[src/rtl/stream_mux_pkg.sv]
// Shared types and constants for the N:1 packet stream multiplexer.
package stream_mux_pkg;

  typedef enum logic [0:0] {
    IDLE = 1'b0,
    LOCK = 1'b1
  } state_e;

  localparam logic MODE_STATIC = 1'b0;
  localparam logic MODE_RR     = 1'b1;

endpackage

[src/rtl/stream_mux_nx1_rr_pick.sv]
// Round-robin picker: first requesting channel at or after ptr, modulo N.
module rr_pick
  import stream_mux_pkg::*;
#(
  parameter int N    = 8,
  parameter int SELW = $clog2(N)
) (
  input  logic [N-1:0]    req_i,
  input  logic [SELW-1:0] ptr_i,
  output logic            found_o,
  output logic [SELW-1:0] idx_o
);

  logic [2*N-1:0]  req2;
  logic [N-1:0]    rot;
  logic [SELW-1:0] off;
  logic [SELW:0]   sum;

  // Doubling the vector turns the circular scan into a plain shift.
  assign req2 = {req_i, req_i};
  assign rot  = N'(req2 >> ptr_i);

  always_comb begin
    found_o = 1'b0;
    off     = '0;
    for (int k = N - 1; k >= 0; k--) begin
      if (rot[k]) begin
        found_o = 1'b1;
        off     = SELW'(k);
      end
    end
    sum = {1'b0, ptr_i} + {1'b0, off};
    if (sum >= (SELW+1)'(N)) begin
      sum = sum - (SELW+1)'(N);
    end
    idx_o = sum[SELW-1:0];
  end

endmodule

[src/rtl/stream_mux_nx1.sv]
// N-channel valid/ready packet multiplexer with round-robin or static select,
// packet-locked grant and a single registered output stage.
module stream_mux_nx1
  import stream_mux_pkg::*;
#(
  parameter int N    = 8,
  parameter int W    = 8,
  parameter int SELW = $clog2(N)
) (
  input  logic            clk,
  input  logic            rst,
  input  logic            mode,
  input  logic [SELW-1:0] sel,
  input  logic [N-1:0]    in_valid,
  input  logic [N*W-1:0]  in_data,
  input  logic [N-1:0]    in_last,
  output logic [N-1:0]    in_ready,
  output logic            out_valid,
  output logic [W-1:0]    out_data,
  output logic            out_last,
  output logic [SELW-1:0] out_sel,
  input  logic            out_ready
);

  state_e          state_q, state_d;
  logic [SELW-1:0] grant_q, grant_d;
  logic [SELW-1:0] ptr_q, ptr_d;
  logic            out_valid_q, out_valid_d;
  logic [W-1:0]    out_data_q, out_data_d;
  logic            out_last_q, out_last_d;
  logic [SELW-1:0] out_sel_q, out_sel_d;

  logic [W-1:0]    ch_data [N];
  logic            accept_ok;
  logic            take;
  logic            sel_in_range;
  logic            sel_ok;
  logic            rr_found;
  logic [SELW-1:0] rr_idx;
  logic [SELW-1:0] grant_inc;

  // The output slot can take a new beat when empty or being drained this cycle.
  assign accept_ok = !out_valid_q || out_ready;

  generate
    for (genvar gi = 0; gi < N; gi++) begin : g_chan
      assign ch_data[gi]  = in_data[gi*W +: W];
      assign in_ready[gi] = (state_q == LOCK) && (grant_q == SELW'(gi)) && accept_ok;
    end
    if (N == (1 << SELW)) begin : g_sel_full
      assign sel_in_range = 1'b1;
    end else begin : g_sel_part
      assign sel_in_range = ({1'b0, sel} < (SELW+1)'(N));
    end
  endgenerate

  assign take      = |(in_valid & in_ready);
  assign sel_ok    = sel_in_range && in_valid[sel];
  assign grant_inc = (grant_q == SELW'(N - 1)) ? '0 : grant_q + SELW'(1);

  rr_pick #(
    .N    (N),
    .SELW (SELW)
  ) u_pick (
    .req_i   (in_valid),
    .ptr_i   (ptr_q),
    .found_o (rr_found),
    .idx_o   (rr_idx)
  );

  always_comb begin
    state_d     = state_q;
    grant_d     = grant_q;
    ptr_d       = ptr_q;
    out_valid_d = out_valid_q;
    out_data_d  = out_data_q;
    out_last_d  = out_last_q;
    out_sel_d   = out_sel_q;

    case (state_q)
      IDLE: begin
        if (mode == MODE_RR) begin
          if (rr_found) begin
            grant_d = rr_idx;
            state_d = LOCK;
          end
        end else if (sel_ok) begin
          grant_d = sel;
          state_d = LOCK;
        end
      end
      LOCK: begin
        if (take && in_last[grant_q]) begin
          state_d = IDLE;
          ptr_d   = grant_inc;
        end
      end
      default: state_d = IDLE;
    endcase

    // A new beat overwrites the slot; otherwise a drain empties it.
    if (take) begin
      out_valid_d = 1'b1;
      out_data_d  = ch_data[grant_q];
      out_last_d  = in_last[grant_q];
      out_sel_d   = grant_q;
    end else if (out_valid_q && out_ready) begin
      out_valid_d = 1'b0;
    end
  end

  always_ff @(posedge clk) begin
    if (rst) begin
      state_q     <= IDLE;
      grant_q     <= '0;
      ptr_q       <= '0;
      out_valid_q <= 1'b0;
      out_data_q  <= '0;
      out_last_q  <= 1'b0;
      out_sel_q   <= '0;
    end else begin
      state_q     <= state_d;
      grant_q     <= grant_d;
      ptr_q       <= ptr_d;
      out_valid_q <= out_valid_d;
      out_data_q  <= out_data_d;
      out_last_q  <= out_last_d;
      out_sel_q   <= out_sel_d;
    end
  end

  assign out_valid = out_valid_q;
  assign out_data  = out_data_q;
  assign out_last  = out_last_q;
  assign out_sel   = out_sel_q;

endmodule

[config.mk]
export PLATFORM = sky130hd
export DESIGN_NAME = stream_mux_nx1
export DESIGN_NICKNAME = d
export VERILOG_FILES = /design/src/rtl/stream_mux_pkg.sv /design/src/rtl/stream_mux_nx1_rr_pick.sv /design/src/rtl/stream_mux_nx1.sv
export SDC_FILE = /design/constraint.sdc
export NUM_CORES = 1
export LEC_CHECK = 0
export BUFFER_PORTS_ARGS = -buffer_cell sky130_fd_sc_hd__buf_4
export CAP_MARGIN = 0
export CORE_MARGIN = 2
export CORE_UTILIZATION = 49
export CTS_BUF_LIST = sky130_fd_sc_hd__clkbuf_4
export CTS_CLUSTER_DIAMETER = 50
export DETAILED_ROUTE_END_ITERATION = 10
export PLACE_DENSITY_LB_ADDON = 0.12
export SYNTH_ARGS = -nofsm -noshare
export SYNTH_HDL_FRONTEND = slang
export SYNTH_SLANG_ARGS = --single-unit
export TNS_END_PERCENT = 20
[constraint.sdc]
create_clock -name clk -period 3.8 [get_ports clk]
set_input_delay 0.76 -clock clk [delete_from_list [all_inputs] [get_ports clk]]
set_output_delay 0.76 -clock clk [all_outputs]
set_load 0.01 [all_outputs]
# Yosys cells after proc, flatten, opt, wreduce, memory -nomap -nowiden
# Index checks and enable logic that the tools add are counted.
totals:
  register_bits: 20
classes:
  add_sub_neg: 3
  n_lt_le_gt_ge: 4
  n_eq_ne: 8
  shifts: 1
  mux: 35
  bitwise_logic: 3
  reduce_logical: 26
op_table:
  columns: ["cell", "count"]
  rows:
  - ["$mux 3", 13]
  - ["$bmux 8 s3", 1]
  - ["$logic_and 1x1->1", 18]
  - ["$mux 1", 16]
  - ["$mux 8", 2]
  - ["$shr 16x3->8", 1]
  - ["$eq 3x3->1 const B", 4]
  - ["$and 8x8->8", 1]
  - ["$ge 4x4->1 const B", 2]
  - ["$lt 3x4->1 const B", 2]
  - ["$reduce_or 8->1", 1]
  - ["$bmux 1 s3", 2]
  - ["$eq 3x2->1 const B", 2]
  - ["$add 3x3->4", 1]
  - ["$not 3->4", 1]
  - ["$reduce_bool 2->1", 2]
  - ["$add 3x1->3 const B", 1]
  - ["$eq 3x1->1 const B", 1]
  - ["$logic_not 3->1", 1]
  - ["$reduce_and 3->1", 1]
  - ["$sub 3x1->3 const B", 1]
  - ["$ne 2x1->1 const B", 1]
  - ["$pmux 1 s2", 1]
  - ["$reduce_and 2->1", 1]
  - ["3 further kinds", 3]

# Logic depth before layout (Yosys ltp)
depth:
  depth_word: 14
  depth_mapped: 13
  ltp_nobuf: 12

# Modules after synthesis
# A second synthesis with hierarchy kept.
hier_totals:
  hier_cells: 260
  hier_area_um2: 2353.5
modules_own_cells:
  columns: ["mod", "n_inst", "cells_each", "area_each_um2", "seq_area_each_um2"]
  rows:
  - ["stream_mux_nx1", 1, 149, 1510.2, 400.4]
  - ["rr_pick", 1, 111, 843.3, 0.0]

# Least setup slack after synthesis
# No wires, ideal clock.
synth_path:
  path_kind: "input port to flip-flop"
  from: "input in_valid[6]"
  to: "register grant_q[1]"
  setup_time_ns: 0.086
  arrival_ns: 3.136
  required_time_ns: 3.714
  slack_ns: 0.579
  stages: 13
  path_buffers: 1
  path_cell_list: "buf_2 mux4_2 nand2b_1 a21o_1 a21oi_1 maj3_1 a21o_1 ha_1 inv_1 fa_1 o21ai_0 nor2_1 a211oi_1"
synth_between:
  elab_chain_len: 14
  word_cells_on_any_way: 28
  classes_between: "add/sub (2); order compare (1); eq/ne (1); shift (1); mux (21); reduce/logical (2)"
synth_lines:
  columns: ["element", "line", "text"]
  rows:
  - ["from (decl)", "stream_mux_nx1.sv:14", "input logic [N-1:0] in_valid,"]
  - ["$shr 16x3->8", "stream_mux_nx1_rr_pick.sv:21", "assign rot = N'(req2 >> ptr_i);"]
  - ["$mux 3 (8 in a row)", "stream_mux_nx1_rr_pick.sv:27", "if (rot[k]) begin"]
  - ["$add 3x3->4", "stream_mux_nx1_rr_pick.sv:32", "sum = {1'b0, ptr_i} + {1'b0, off};"]
  - ["$ge 4x4->1 or $sub 3x1->3 (tied branches)", "stream_mux_nx1_rr_pick.sv:33, stream_mux_nx1_rr_pick.sv:34", null]
  - ["$mux 3", "stream_mux_nx1_rr_pick.sv:33", "if (sum >= (SELW+1)'(N)) begin"]
  - ["$mux 3", "stream_mux_nx1.sv:83", "if (rr_found) begin"]
  - ["$mux 3", "stream_mux_nx1.sv:82", "if (mode == MODE_RR) begin"]
  - ["to (signal assigned)", "stream_mux_nx1.sv:123", "grant_q <= grant_d;"]
  - ["to (decl)", "stream_mux_nx1.sv:26", "logic [SELW-1:0] grant_q, grant_d;"]
# Parallel ways exist; a longest one is shown, timed or not. The select of a mux whose other input is x is not followed.
# A chain may end at the register's enable or synchronous reset.

# Worst setup path after layout
layout_path:
  from: "register ptr_q[0]"
  to: "register grant_q[1]"
layout_between:
  elab_chain_len: 14
  word_cells_on_any_way: 25
  classes_between: "add/sub (2); order compare (1); eq/ne (1); shift (1); mux (19); reduce/logical (1)"
layout_lines:
  columns: ["element", "line", "text"]
  rows:
  - ["from (decl)", "stream_mux_nx1.sv:27", "logic [SELW-1:0] ptr_q, ptr_d;"]
  - ["from (signal assigned)", "stream_mux_nx1.sv:124", "ptr_q <= ptr_d;"]
  - ["$shr 16x3->8", "stream_mux_nx1_rr_pick.sv:21", null]
  - ["$mux 3 (8 in a row)", "stream_mux_nx1_rr_pick.sv:27", null]
  - ["$add 3x3->4", "stream_mux_nx1_rr_pick.sv:32", null]
  - ["$ge 4x4->1 or $sub 3x1->3 (tied branches)", "stream_mux_nx1_rr_pick.sv:33, stream_mux_nx1_rr_pick.sv:34", null]
  - ["$mux 3", "stream_mux_nx1_rr_pick.sv:33", null]
  - ["$mux 3", "stream_mux_nx1.sv:83", null]
  - ["$mux 3", "stream_mux_nx1.sv:82", null]
# Parallel ways exist; a longest one is shown, timed or not. The select of a mux whose other input is x is not followed.

==> impl_metrics.json <==
{
  "worstMarginPinSlew_ps": 913,
  "dieArea_um2": 5210,
  "drt-pass1-iter-count": 4,
  "cts-resized-gates": 0,
  "syn_area_per_cell_um2": 9.99,
  "port_buffers": 107,
  "ys.warnings.count": 0,
  "final.min_clock_period_ps": 3230,
  "final_cells": 371,
  "routabilityCongestion": 0.797,
  "vias_per_cell": 5.91,
  "die_height_um": 72.2,
  "clk_path_buf_depth": 2,
  "vias": 2191,
  "yosys.cell_count.top_type": "mux4_2",
  "rsz0062_at_grt": "no",
  "yosys-top-cells-count": "mux4_2 (23), dfxtp_1 (20), nor3_1 (20)",
  "setup_violations": 0,
  "drt_iter0_drc": 197,
  "skew_ps": 1.12,
  "drive_above_1_share": 0.467,
  "antenna_found_initial": 0,
  "synth.cell_area_um2": 2280,
  "rows": 24,
  "syn_to_final_growth_pct": 33.6,
  "clkSinkCount": 20,
  "post-route-drc-count": 0,
  "pwr-share-comb": 0.507,
  "synth_area_leaders": "mux4_2 (23%), dfxtp_1 (18%), mux4_1 (4.6%)",
  "holdCritPathClass": "reg -> reg",
  "final_max_slew_viol_count": 0,
  "synth_cells": 228,
  "insertion_delay_ps": 310,
  "cts_hold_buf": 0,
  "fin_crit_sh": 0.851,
  "arrival_ps": 3470,
  "startpoint_type": "flop",
  "power_frac_seq": 0.298,
  "synth_top_area_frac": 0.227,
  "nFillCells": 357,
  "crit_path_end_kind": "flop",
  "synth-seq-cells": 20,
  "placed_area_um2": 2990,
  "dp.cells": 367,
  "cts_buffers": 3,
  "cts_setup_buffers": 0,
  "nNetsFinal": 415,
  "antenna_cells": 0,
  "ctsHtreeMaxLevel": 1,
  "cp_data_required_time_ps": 4040,
  "boundaryPins": 108,
  "p_int_uw": 601,
  "synthFlopType": "dfxtp_1",
  "async_flop_share": 0,
  "maxSlewHeadroom": 0.387,
  "fin_setup_tns_ps": 0,
  "cts_tree": "done",
  "grt_max_degree": 23,
  "synth-seq-area-share": 0.176,
  "cap_viol_max_count": 0,
  "wirelength_um": 6120,
  "power_leakage_uw": 0.00130,
  "finalPower_uw": 914,
  "post_drt_wl_per_cell_um": 16.5,
  "switching_share": 0.343,
  "ant_nets": 0,
  "synthDistinctLibCells": 48,
  "hold_viol_final": 0,
  "grt_pass1_vias": 2288,
  "clkPwrFrac": 0.195,
  "crit_type": "reg -> reg",
  "design_area_um2": 3040,
  "core_region_area_um2": 4410,
  "grt_util_all_layers": 0.248,
  "cp_max_fo": 13,
  "start_util": 0.516,
  "grt-ovfl-total": 0,
  "fmax_mhz": 309,
  "power_density_nw_per_um2": 301,
  "synth_top_area_cell": "mux4_2",
  "ir_drop_mv": 0.178,
  "synth_nets": 323,
  "status": "complete, no violations",
  "synth_edf_count": 0,
  "dieWidth_um": 72.2,
  "grt_pass1_wl_um": 10300,
  "switching_power_uw": 313,
  "hpwl_um": 4860,
  "whs_ps": 507,
  "root_buffer": "clkbuf_4",
  "clkTransAtPathRegs_ps": 120
}
[power by group through the flow]
stage	clock network (µW)	registers, µW	logic [µW]
finish	178	272	464
global placement	0	276	458
CTS	179	273	467
global route	188	277	511
detailed placement	0	277	464
floorplan	0	266	324
[kinds of logic (layout without fill, tap and decap cells)]
logic type / Yosys count / count (layout) / share of synthesized area
AND/OR/NAND/NOR: 93 / 93 / 0.225
multiplexers: 39 / 39 / 0.327
buffers and inverters: 33 / 124 / 0.0983
AO/OA/AOI/OAI: 32 / 32 / 0.114
flip-flops: 20 / 20 / 0.176
adder cells (fa/ha/maj): 9 / 9 / 0.0516
XOR/XNOR: 2 / 2 / 0.00769
[flip-flops by register name, indices dropped and copies added, names as in the netlist]
| signal | cells |
|---|---|
| out_sel | 3 |
| grant_q | 3 |
| out_valid | 1 |
| state_q | 1 |
| ptr_q | 3 |
| out_data | 8 |
| out_last | 1 |
[worst max-delay path: stages (launching register included)]
cell      delay (ps)
dfxtp_1          700
mux4_2           620
nand2b_1         100
a21o_1           110
a21oi_1           60
maj3_1           320
a21o_1           180
ha_1             170
inv_1             60
fa_1             400
o21ai_0          180
nor2_1            60
a211oi_1         200
[final timing paths]
kind	start	to	slack, ps	cells past startpoint
worst min-delay path	out_data[5]	out_data[5]	510	2
worst min register to register	out_data[5]	out_data[5]	510	2
worst max register to register	ptr_q[0]	grant_q[1]	570	12
worst max-delay path	ptr_q[0]	grant_q[1]	570	12
[cell type report]
cell class                 instances  area (µm²)  area share
multi-input combinational        175        1660       0.545
inverter                           9        33.8      0.0111
tap                               52        65.1      0.0214
sequential                        20         400       0.132
clock inverter                     1        30.0     0.00987
timing repair buffer             111         833       0.274
clock buffer                       3        22.5     0.00740
[per-layer routing]
metal	GRT usage	wire length, µm
met1	0.298	2290
met3	0.0236	337
met4	0.0797	55
met5	0	0
met2	0.462	3440
[cell usage in the layout, fill, tap and decap left out, drive strengths merged, types with 2 or more instances in the layout]
master	instances
a211oi	5
a21o	2
a21oi	6
a311oi	8
and3	8
buf	111
clkbuf	3
dfxtp	20
ha	7
inv	9
mux2	2
mux2i	10
mux4	27
nand2	18
nand2b	3
nor2	18
nor2b	2
nor3	21
nor3b	9
nor4	7
o21ai	3
o21bai	2
o41ai	2
or4	2
xnor2	2
[per-stage QoR]
| stage | utilization | worst slack, ps |
|---|---|---|
| global route | 0.689 | 250 |
| global placement | 0.677 | 490 |
| finish | 0.689 | 566 |
| CTS | 0.689 | 573 |
| floorplan | - | 579 |
| detailed placement | 0.677 | 450 |
(Power assumes the default switching activity.)
